==> config.mk <==
export PLATFORM = sky130hd
export DESIGN_NAME = led_fade_pwm
export DESIGN_NICKNAME = d
export VERILOG_FILES = /design/src/rtl/led_pkg.sv /design/src/rtl/led_fade_chan.sv /design/src/rtl/led_fade_pwm.sv
export SDC_FILE = /design/constraint.sdc
export NUM_CORES = 1
export LEC_CHECK = 0
export CAP_MARGIN = 20
export CELL_PAD_IN_SITES_DETAIL_PLACEMENT = 1
export CELL_PAD_IN_SITES_GLOBAL_PLACEMENT = 2
export CORE_ASPECT_RATIO = 0.6
export CORE_MARGIN = 2
export CORE_UTILIZATION = 41
export CTS_BUF_LIST = sky130_fd_sc_hd__clkbuf_4 sky130_fd_sc_hd__clkbuf_8 sky130_fd_sc_hd__clkbuf_16
export DETAILED_ROUTE_END_ITERATION = 12
export PLACE_DENSITY = 0.77
export SLEW_MARGIN = 20
export SYNTH_ARGS = -nofsm -noshare
export SYNTH_HDL_FRONTEND = slang
export SYNTH_SLANG_ARGS = --single-unit
==> constraint.sdc <==
create_clock -name sys_clk -period 3.15 [get_ports sys_clk]
set_input_delay 0.945 -clock sys_clk [delete_from_list [all_inputs] [get_ports sys_clk]]
set_output_delay 0.945 -clock sys_clk [all_outputs]
set_load 0.01 [all_outputs]
==> src/rtl/led_pkg.sv <==
// Shared constants and types for the LED fade/PWM output stage.
`timescale 1ns/1ps
package led_pkg;

   localparam int unsigned LVL_W   = 8;
   localparam logic [7:0]  LVL_MAX = 8'hFF;
   localparam int unsigned LED_N   = 4;

   typedef enum logic [1:0] {
      CH_DARK   = 2'd0,
      CH_FADING = 2'd1,
      CH_FULL   = 2'd2
   } chan_state_e;

   // Counter width for a divisor: $clog2(div), never below one bit.
   function automatic int unsigned cnt_width(input int unsigned div);
      return (div > 1) ? $clog2(div) : 1;
   endfunction

endpackage

==> src/rtl/led_fade_chan.sv <==
// One LED channel: brightness level with load/decay and registered PWM compare.
`timescale 1ns/1ps
module led_fade_chan
   import led_pkg::*;
#(
   parameter int unsigned DECAY_STEP = 8
) (
   input  logic             sys_clk,
   input  logic             sys_rst,
   input  logic             bit_in,
   input  logic             dec_tick,
   input  logic [LVL_W-1:0] pwm_cnt,
   output logic [LVL_W-1:0] lvl,
   output logic             pwm_out
);

   localparam int unsigned     SUB_W  = LVL_W + 1;
   localparam logic [SUB_W-1:0] STEP9 = SUB_W'(DECAY_STEP);

   chan_state_e      state, state_nxt;
   logic [LVL_W-1:0] lvl_nxt;
   logic [SUB_W-1:0] diff;

   // State and level registers
   always_ff @(posedge sys_clk or posedge sys_rst) begin
      if (sys_rst) begin
         state   <= CH_DARK;
         lvl     <= '0;
         pwm_out <= 1'b0;
      end else begin
         state   <= state_nxt;
         lvl     <= lvl_nxt;
         pwm_out <= (state == CH_FULL) | (pwm_cnt < lvl);
      end
   end

   // Next state / level: load beats decay; decay saturates at zero
   always_comb begin
      state_nxt = state;
      lvl_nxt   = lvl;
      diff      = {1'b0, lvl} - STEP9;
      if (bit_in) begin
         state_nxt = CH_FULL;
         lvl_nxt   = LVL_MAX;
      end else if (dec_tick) begin
         case (state)
            CH_FULL, CH_FADING: begin
               lvl_nxt   = diff[SUB_W-1] ? '0 : diff[LVL_W-1:0];
               state_nxt = (lvl_nxt == '0) ? CH_DARK : CH_FADING;
            end
            default: begin
               state_nxt = CH_DARK;
               lvl_nxt   = '0;
            end
         endcase
      end
   end

endmodule

==> src/rtl/led_fade_pwm.sv <==
// Four-channel LED fade stage: shared prescalers and PWM counter, one fade channel per LED.
`timescale 1ns/1ps
module led_fade_pwm
   import led_pkg::*;
#(
   parameter int unsigned PWM_DIV    = 195,
   parameter int unsigned DECAY_DIV  = 250000,
   parameter int unsigned DECAY_STEP = 8
) (
   input  logic             sys_clk,
   input  logic             sys_rst,
   input  logic [LED_N-1:0] led_in,
   output logic [LED_N-1:0] led_out
);

   localparam int unsigned PRE_W = cnt_width(PWM_DIV);
   localparam int unsigned DEC_W = cnt_width(DECAY_DIV);

   if (PWM_DIV < 1) begin : g_bad_pwm_div
      $fatal(1, "led_fade_pwm: PWM_DIV must be >= 1");
   end
   if (DECAY_DIV < 1) begin : g_bad_decay_div
      $fatal(1, "led_fade_pwm: DECAY_DIV must be >= 1");
   end
   if (DECAY_STEP < 1 || DECAY_STEP > 255) begin : g_bad_decay_step
      $fatal(1, "led_fade_pwm: DECAY_STEP must be in 1..255");
   end

   logic [PRE_W-1:0] pre_cnt;
   logic [DEC_W-1:0] dec_cnt;
   logic [LVL_W-1:0] pwm_cnt;
   logic             pwm_tick_c;
   logic             dec_tick_c;
   // Per-channel levels, kept as a debug tap
   logic [LVL_W-1:0] lvl_unused [LED_N];

   assign pwm_tick_c = (pre_cnt == PRE_W'(PWM_DIV - 1));
   assign dec_tick_c = (dec_cnt == DEC_W'(DECAY_DIV - 1));

   // Free-running prescalers and PWM ramp shared by all channels
   always_ff @(posedge sys_clk or posedge sys_rst) begin
      if (sys_rst) begin
         pre_cnt <= '0;
         dec_cnt <= '0;
         pwm_cnt <= '0;
      end else begin
         pre_cnt <= pwm_tick_c ? '0 : pre_cnt + PRE_W'(1);
         dec_cnt <= dec_tick_c ? '0 : dec_cnt + DEC_W'(1);
         if (pwm_tick_c) begin
            pwm_cnt <= pwm_cnt + LVL_W'(1);
         end
      end
   end

   for (genvar i = 0; i < LED_N; i++) begin : g_chan
      led_fade_chan #(
         .DECAY_STEP (DECAY_STEP)
      ) u_chan (
         .sys_clk  (sys_clk),
         .sys_rst  (sys_rst),
         .bit_in   (led_in[i]),
         .dec_tick (dec_tick_c),
         .pwm_cnt  (pwm_cnt),
         .lvl      (lvl_unused[i]),
         .pwm_out  (led_out[i])
      );
   end

endmodule

==> impl_results.md, run 1 <==
- CP peak stage delay: 0.56 ns
- PortBufs: 9
- Cell Area, Placed: 0.004596 mm^2
- Final WL: 10.51 mm
- Fin crit share: 72.33%
- Final Critical Period: 2.278 ns
- Mapped Cells: 441
- Maximum Capacitance Violations: 0
- Root buffer cell: clkbuf_16
- Crit Path Max Fanout: 45
- Hold_buf cts: 0
- Setup violators final: 0
- Power Dens Cells: 457.1 mW/mm^2
- CTS tree: built
- Hold path startpoint: g_chan[3].u_chan.state[1]$_DFFE_PP0P_
- GP Congestion: 0.8006
- DIE WIDTH: 137.4 um
- WS Path Type: reg2reg
- VDD IR max: 260.9 uV
- Highest Signal Layer: met4
- Clock Skews: 0.01106 ns
- Synthesized flop and latch total: 78
- Post-synth EDFFs: 0
- DRT iter0 DRCs: 102
- Largest net degree at the start of global routing: 79
- Commonest non-fill, non-tap cell in the layout: dfrtp_1
- FFs w/ async S/R, synth: 100.0%
- Wirelength per Cell: 17.72 um
- Fin nets: 495
- Cell Count Post-Placement: 577
- P&R area growth vs syn: 13.15%
- Post-CTS sizing: 0
- Layout fillers: 1142
- Met3 wire len: 279 um
- Crit path max-delay cell type: or4_1
- Worst r2r dst: g_chan[0].u_chan.state[0]$_DFFE_PP0P_
- Via/cell ratio: 5.572
- Yosys cell types: 49
- Io pins: 10
- Worst-skew pair later-pin latency: 0.34 ns
- Antenna Nets Post-Route: 0
- Mapped Area: 0.004375 mm^2
- Hold EP: g_chan[3].u_chan.state[1]$_DFFE_PP0P_
- Die area: 0.01154 mm^2
- Worst hold slack: 0.4815 ns
- Cell accounting for the most synthesized area: dfrtp_1
- Hold Crit Depth: 1
- Status: completed
- Top cell type's share of synthesized area: 44.61%
- Finished Cell Area: 0.004951 mm^2
- Leak: 0.002243 uW
- Num CTS Buffers: 9
- Reg2Reg Depth: 6
- Reg clk slew, reported paths: 0.06 ns
- Share of layout cells above drive strength 1: 6.828%
- Final Instance Count excl. Fillers: 593
- Post-CTS Repair Setup Buffers: 0
- Length of routed wiring on met1: 5.252 mm
- Main area contributors after synthesis: dfrtp_1 45%, ha_1 11%, nor2_1 3.6%, a21o_1 3.3%, a21oi_1 3.2%
- CP required: 3.37 ns
- Syn_nets: 487
- Core area: 0.01049 mm^2
- Vias in the first global route: 3548
- Vert. Die Dim: 84.02 um
- First-pass GRT wire length: 18.26 mm
- Seq/Total Area, Yosys: 44.61%
- Setup_tns: 0 ns
- Initial antenna violation count: 0
- Core Util, Final: 47.21%
- Rows: 29
- Arr. time, crit path: 2.50 ns
- Pins Over Slew Limit: 0
- Max Fclk: 438.9 MHz
- Yosys warnings: 0
- N_diodes: 0
- Worst slew margin: 55.11%
- DR pass1 iterations: 5
- Max Buffers Root-to-Sink: 2
- Congestion Overflow GR: 0
- Top FF cell, synth: dfrtp_1
- Worst Hold Class: reg2reg
- Detailed placement HPWL: 7.449 mm
- Clock net sink count: 78
- Met2 wire length: 4.906 mm
- Vias: 3304
- Commonest cells after routing, fill and taps aside: 78 x dfrtp_1, 42 x nor2_1, 40 x ha_1
- Hold Fails Final Rpt: 0
- CTS H-Tree Depth: 3
- Reg2reg setup slack: 0.87 ns
- Worst slew pin tran: 0.6673 ns
- Tot GR Track Use: 20.37%
- Drc violations: 0
- Mapped Avg Cell Area: 9.922 um^2
- Setup crit start kind: flip-flop
- RSZ-0062 raised after global routing: no
- Initial core utilization: 41.73%
- Crit-path cells: ha_1 > nand3_1 > or4_1 > buf_4 > or3_1 > o32ai_1
- Worst Setup End Kind: flip-flop
- Worst R2R Start: dec_cnt[0]$_DFF_PP0_
-- synthesized netlist by cell type, types with 4 or more instances --
master,n
nand4_1,8
inv_1,37
ha_1,40
nor2b_1,8
a21oi_1,28
o21ai_0,13
buf_4,4
buf_2,5
nand3_1,20
a211o_1,11
nor4_1,9
a21o_1,19
dfrtp_1,78
nor3_1,13
a21boi_0,4
nand2_1,17
o2111ai_1,5
xnor2_1,16
nor2_1,42
o41ai_1,7
xor2_1,11
-- per-stage QoR --
| stage | power [uW] | setup slack (ns) |
|---|---|---|
| global route | 2340 | 0.6496 |
| CTS | 2306 | 0.8464 |
| floorplan | 1042 | 0.2100 |
| detailed placement | 1060 | 0.8842 |
| finish | 2263 | 0.8715 |
| global placement | 1059 | 1.002 |
-- where the power goes --
group          total [uW]  internal (uW)     switching [uW]
sequential           1000           1000  0.000000000000898
clock                1220            801                423
combinational        37.0           8.67               28.3
total                2260           1810                451
-- how the worst max path moves through the flow --
stage                                            endpoint  depth (start not counted)                  from
CTS                 g_chan[0].u_chan.state[0]$_DFFE_PP0P_                          6  dec_cnt[0]$_DFF_PP0_
detailed placement  g_chan[0].u_chan.state[0]$_DFFE_PP0P_                          3             led_in[0]
global route        g_chan[0].u_chan.state[0]$_DFFE_PP0P_                          6  dec_cnt[8]$_DFF_PP0_
global placement    g_chan[0].u_chan.state[0]$_DFFE_PP0P_                          3             led_in[0]
floorplan                            dec_cnt[0]$_DFF_PP0_                          1               sys_rst
finish              g_chan[0].u_chan.state[0]$_DFFE_PP0P_                          6  dec_cnt[0]$_DFF_PP0_
-- flip-flops by register name, indices dropped and copies added (netlist names) --
signal	cells
g_chan.u_chan.lvl	32
dec_cnt	18
g_chan.u_chan.state	8
pre_cnt	8
pwm_cnt	8
g_chan.u_chan.pwm_out	4
-- logic make-up (layout without fill, tap and decap cells) --
logic type	count (synthesis)	count (layout)	share of synthesized area, %
xor+xnor	27	27	5.404
buf+inv	54	67	5.633
mux	2	2	0.4861
compound gates	103	103	16.67
flops	78	78	44.61
fa+ha+maj	40	40	11.44
simple gates	137	137	15.76
-- final cells by class --
type                       count  area, um^2  share of cell area (%)
clock buffer                  10       239.0                   4.827
clock inverter                 6       116.4                   2.350
sequential                    78        1952                   39.42
timing repair buffer          14       140.1                   2.830
multi-input combinational    309        2190                   44.23
tap                          139       173.9                   3.513
inverter                      37       140.1                   2.830
-- metal layers --
layer	up-vias	global-route usage (%)
li1	1592	-
met1	1680	28.09
met2	26	32.47
met3	6	4.979
met4	0	4.499
met5	-	0
-- critical path, delay by kind of cell (launching register included) --
kind            cells  cell delay (ns)
fa+ha+maj           1             0.20
buf+inv             1             0.31
simple gates        3             1.13
flops               1             0.39
compound gates      1             0.14
Power figures use the tool's default switching activity.
==> run 2, diff against run 1 <==
--- a/config.mk
+++ b/config.mk
@@ -10,10 +10,10 @@
 export CELL_PAD_IN_SITES_GLOBAL_PLACEMENT = 2
 export CORE_ASPECT_RATIO = 0.6
 export CORE_MARGIN = 2
-export CORE_UTILIZATION = 41
+export CORE_UTILIZATION = 37
 export CTS_BUF_LIST = sky130_fd_sc_hd__clkbuf_4 sky130_fd_sc_hd__clkbuf_8 sky130_fd_sc_hd__clkbuf_16
 export DETAILED_ROUTE_END_ITERATION = 12
-export PLACE_DENSITY = 0.77
+export PLACE_DENSITY = 0.73
 export SLEW_MARGIN = 20
 export SYNTH_ARGS = -nofsm -noshare
 export SYNTH_HDL_FRONTEND = slang
==> constraint.sdc (replaced) <==
create_clock -name sys_clk -period 1.8 [get_ports sys_clk]
set_input_delay 0.54 -clock sys_clk [delete_from_list [all_inputs] [get_ports sys_clk]]
set_output_delay 0.54 -clock sys_clk [all_outputs]
set_load 0.01 [all_outputs]
==> run 2 against run 1 <==
Net effect:
- the flow now finishes with violations (setup timing)
- critical path depth unchanged
- die area up 10%
- fmax up 13%
==> impl_results.md, run 2 (synthesis gave the netlist of run 1 again) <==
- Seq pwr share: 45.8% (+1.5 points)
- Psw: 775.6 uW (+72%)
- Detailed placement HPWL: 8.505 mm (+14%)
- Commonest cells after routing, fill and taps aside: 77 x dfrtp_1, 53 x buf_4, 38 x nor2_1, 38 x ha_1, 36 x inv_1
- First-pass GRT wire length: 20.13 mm (+10%)
- RSZ-0062 raised after global routing: yes
- Clk pwr share: 52.3% (-1.8 points)
- CP required: 2.04 ns (-1.33 ns)
- P&R area growth vs syn: 31.37%
- Fin crit share: 111.8% (+40 points)
- Tot GR Track Use: 20.64% (+0.27 points)
- Combinational share of power: 1.9% (+0.3 points)
- Worst slew pin tran: 0.5386 ns (-0.1287 ns)
- Root buffer cell: clkbuf_16
- Final Critical Period: 2.013 ns (-0.2654 ns)
- CTS H-Tree Depth: 3 (unchanged)
- Max Fclk: 496.7 MHz (+13%)
- Clock Skews: 0.005783 ns (-0.005281 ns)
- Reg2reg setup slack: -0.21 ns (-1.08 ns)
- Vias in the first global route: 3923 (+11%)
- WS Path Type: reg2reg
- Setup violators final: 45 (+45)
- Worst slew margin: 63.98% (+8.9 points)
- Initial core utilization: 38.34% (-3.4 points)
- Vias: 3581 (+8.4%)
- Max reg flops: 32 (unchanged)
- Worst hold slack: 0.4833 ns (+0.001718 ns)
- Pins Over Slew Limit: 0 (unchanged)
- Violated checks: setup timing
- Commonest non-fill, non-tap cell in the layout: dfrtp_1
- Congestion Overflow GR: 0 (unchanged)
- Leak: 0.002752 uW (+23%)
- Setup ws final: -0.2131 ns (-1.085 ns)
- Hold_buf cts: 0 (unchanged)
- Status: finished with violations
- Crit-path cells: nor4_2 > nand4_1 > or4_4 > buf_12 > or3_1 > o32ai_2
- Reg2Reg Depth: 6 (unchanged)
- Hold Fails Final Rpt: 0 (unchanged)
- Largest net degree at the start of global routing: 79 (unchanged)
- DRT iter0 DRCs: 165 (+62%)
- Via/cell ratio: 5.297 (-4.9%)
- Worst Hold Class: reg2reg
- Worst-skew pair later-pin latency: 0.34 ns (about the same)
- DIE WIDTH: 144.4 um (+5.1%)
- Crit path max-delay cell type: or4_4
- Arr. time, crit path: 2.26 ns (-0.24 ns)
- VDD IR max: 466.2 uV (+79%)
- Power Dens Cells: 665.4 mW/mm^2 (+46%)
- Initial antenna violation count: 0 (unchanged)
- Share of layout cells above drive strength 1: 25.58% (+19 points)
- Io pins: 10 (unchanged)
- GP Congestion: 0.8585 (+7.2%)
- Hold path startpoint: g_chan[0].u_chan.lvl[2]$_DFFE_PP0P_
- Hold EP: g_chan[0].u_chan.lvl[2]$_DFFE_PP0P_
- DR pass1 iterations: 5 (unchanged)
- Final WL: 11.92 mm (+13%)
- Vert. Die Dim: 88.24 um (+5.0%)
- Rows: 30 (+3.4%)
- N_diodes: 0 (unchanged)
- CTS tree: built
- Net Sw Frac: 20.28% (+0.34 points)
- Hold Crit Depth: 1 (unchanged)
- Most flop-heavy register: g_chan.u_chan.lvl
- Drc violations: 0 (unchanged)
- Power Internal: 3049 uW (+68%)
- Core area: 0.01141 mm^2 (+8.8%)
- Crit Path Max Fanout: 10 (-78%)
- Worst r2r dst: g_chan[0].u_chan.state[0]$_DFFE_PP0P_
- Worst R2R Start: dec_cnt[10]$_DFF_PP0_
- PortBufs: 9 (unchanged)
- Total Power: 3825 uW (+69%)
- Reg clk slew, reported paths: 0.06 ns (about the same)
- Top flop regs: g_chan.u_chan.lvl: 32 flops, dec_cnt: 18 flops
- Wirelength per Cell: 17.64 um (-0.44%)
- Worst Setup End Kind: flip-flop
- Antenna Nets Post-Route: 0 (unchanged)
- Clock net sink count: 78 (unchanged)
- CP peak stage delay: 0.49 ns (-0.07 ns)
- Maximum Capacitance Violations: 0 (unchanged)
- Setup crit start kind: flip-flop
- Fin nets: 558 (+13%)
- Layout fillers: 1305 (+14%)
- Num CTS Buffers: 9 (unchanged)
- Max Buffers Root-to-Sink: 2 (unchanged)
- Die area: 0.01274 mm^2 (+10%)
## run 2: metal layers
layer | part of all wire, % | up-vias | GRT usage (%) | routed length (um)
met4 | 1.1 | 0 | 4.943 | 137
met3 | 3.1 | 13 | 4.383 | 374
met2 | 47 | 45 | 33.52 | 5567
met1 | 49 | 1803 | 28.66 | 5844
met5 | 0 | - | 0 | 0
li1 | - | 1720 | - | -
## run 2: worst max-delay path by stage
stage | startpoint | endpoint | slack, ns | cells after the start
after floorplan | dec_cnt[0]$_DFF_PP0_ | g_chan[1].u_chan.state[0]$_DFFE_PP0P_ | -0.06 | 7
final | dec_cnt[10]$_DFF_PP0_ | g_chan[0].u_chan.state[0]$_DFFE_PP0P_ | -0.21 | 6
after global placement | dec_cnt[10]$_DFF_PP0_ | g_chan[2].u_chan.lvl[5]$_DFFE_PP0P_ | -0.17 | 6
after detailed placement | dec_cnt[10]$_DFF_PP0_ | g_chan[2].u_chan.lvl[6]$_DFFE_PP0P_ | -0.31 | 7
after global routing | dec_cnt[10]$_DFF_PP0_ | g_chan[0].u_chan.state[0]$_DFFE_PP0P_ | -0.31 | 6
after CTS | dec_cnt[10]$_DFF_PP0_ | g_chan[0].u_chan.state[0]$_DFFE_PP0P_ | -0.23 | 6
## run 2: stage by stage
step | cells | setup slack [ns] | instance area (um^2) | setup TNS [ns] | util [%]
2_1_floorplan | 441 | -0.05506 | 4418 | -0.5681 | -
3_3_place_gp | 651 | -0.1723 | 5065 | -3.365 | 44.39
3_5_place_dp | 651 | -0.3083 | 5065 | -8.521 | 44.39
4_1_cts | 675 | -0.2337 | 5590 | -5.633 | 48.99
5_1_grt | 676 | -0.3096 | 5748 | -9.982 | 50.37
6_report | 676 | -0.2131 | 5748 | -4.277 | 50.37
## run 2: area by class of cell
cell class / instances / area, um^2 / area share [%]
clock buffer: 11 / 252.7 / 4.397
clock inverter: 4 / 70.07 / 1.219
inverter: 37 / 142.6 / 2.482
multi-input combinational: 309 / 2437 / 42.40
sequential: 78 / 1953 / 33.98
tap: 160 / 200.2 / 3.483
timing repair buffer: 77 / 691.9 / 12.04
## run 2: power by group through the flow
stage               Clock, uW  Combinational, uW  Sequential [uW]
floorplan                   0               38.4             1790
global placement            0               73.1             1790
detailed placement          0               74.3             1790
CTS                      2050               74.9             1750
global route             2110               82.4             1750
finish                   2000               72.0             1750
## run 2: what timing repair did
| item | in CTS | in global routing |
|---|---|---|
| buffers inserted | 10 | 5 |
| pin swaps | 20 | 11 |
| gates cloned | 0 | 0 |
| resized for setup | 35 | 38 |
| endpoints found under the setup margin | 53 | 60 |
## run 2: worst max-delay path, delay by kind of cell (launching register included)
family,cells,cell delay [ns]
AND/OR/NAND/NOR,4,1.26
flip-flops,1,0.39
buffers and inverters,1,0.17
AO/OA/AOI/OAI,1,0.10
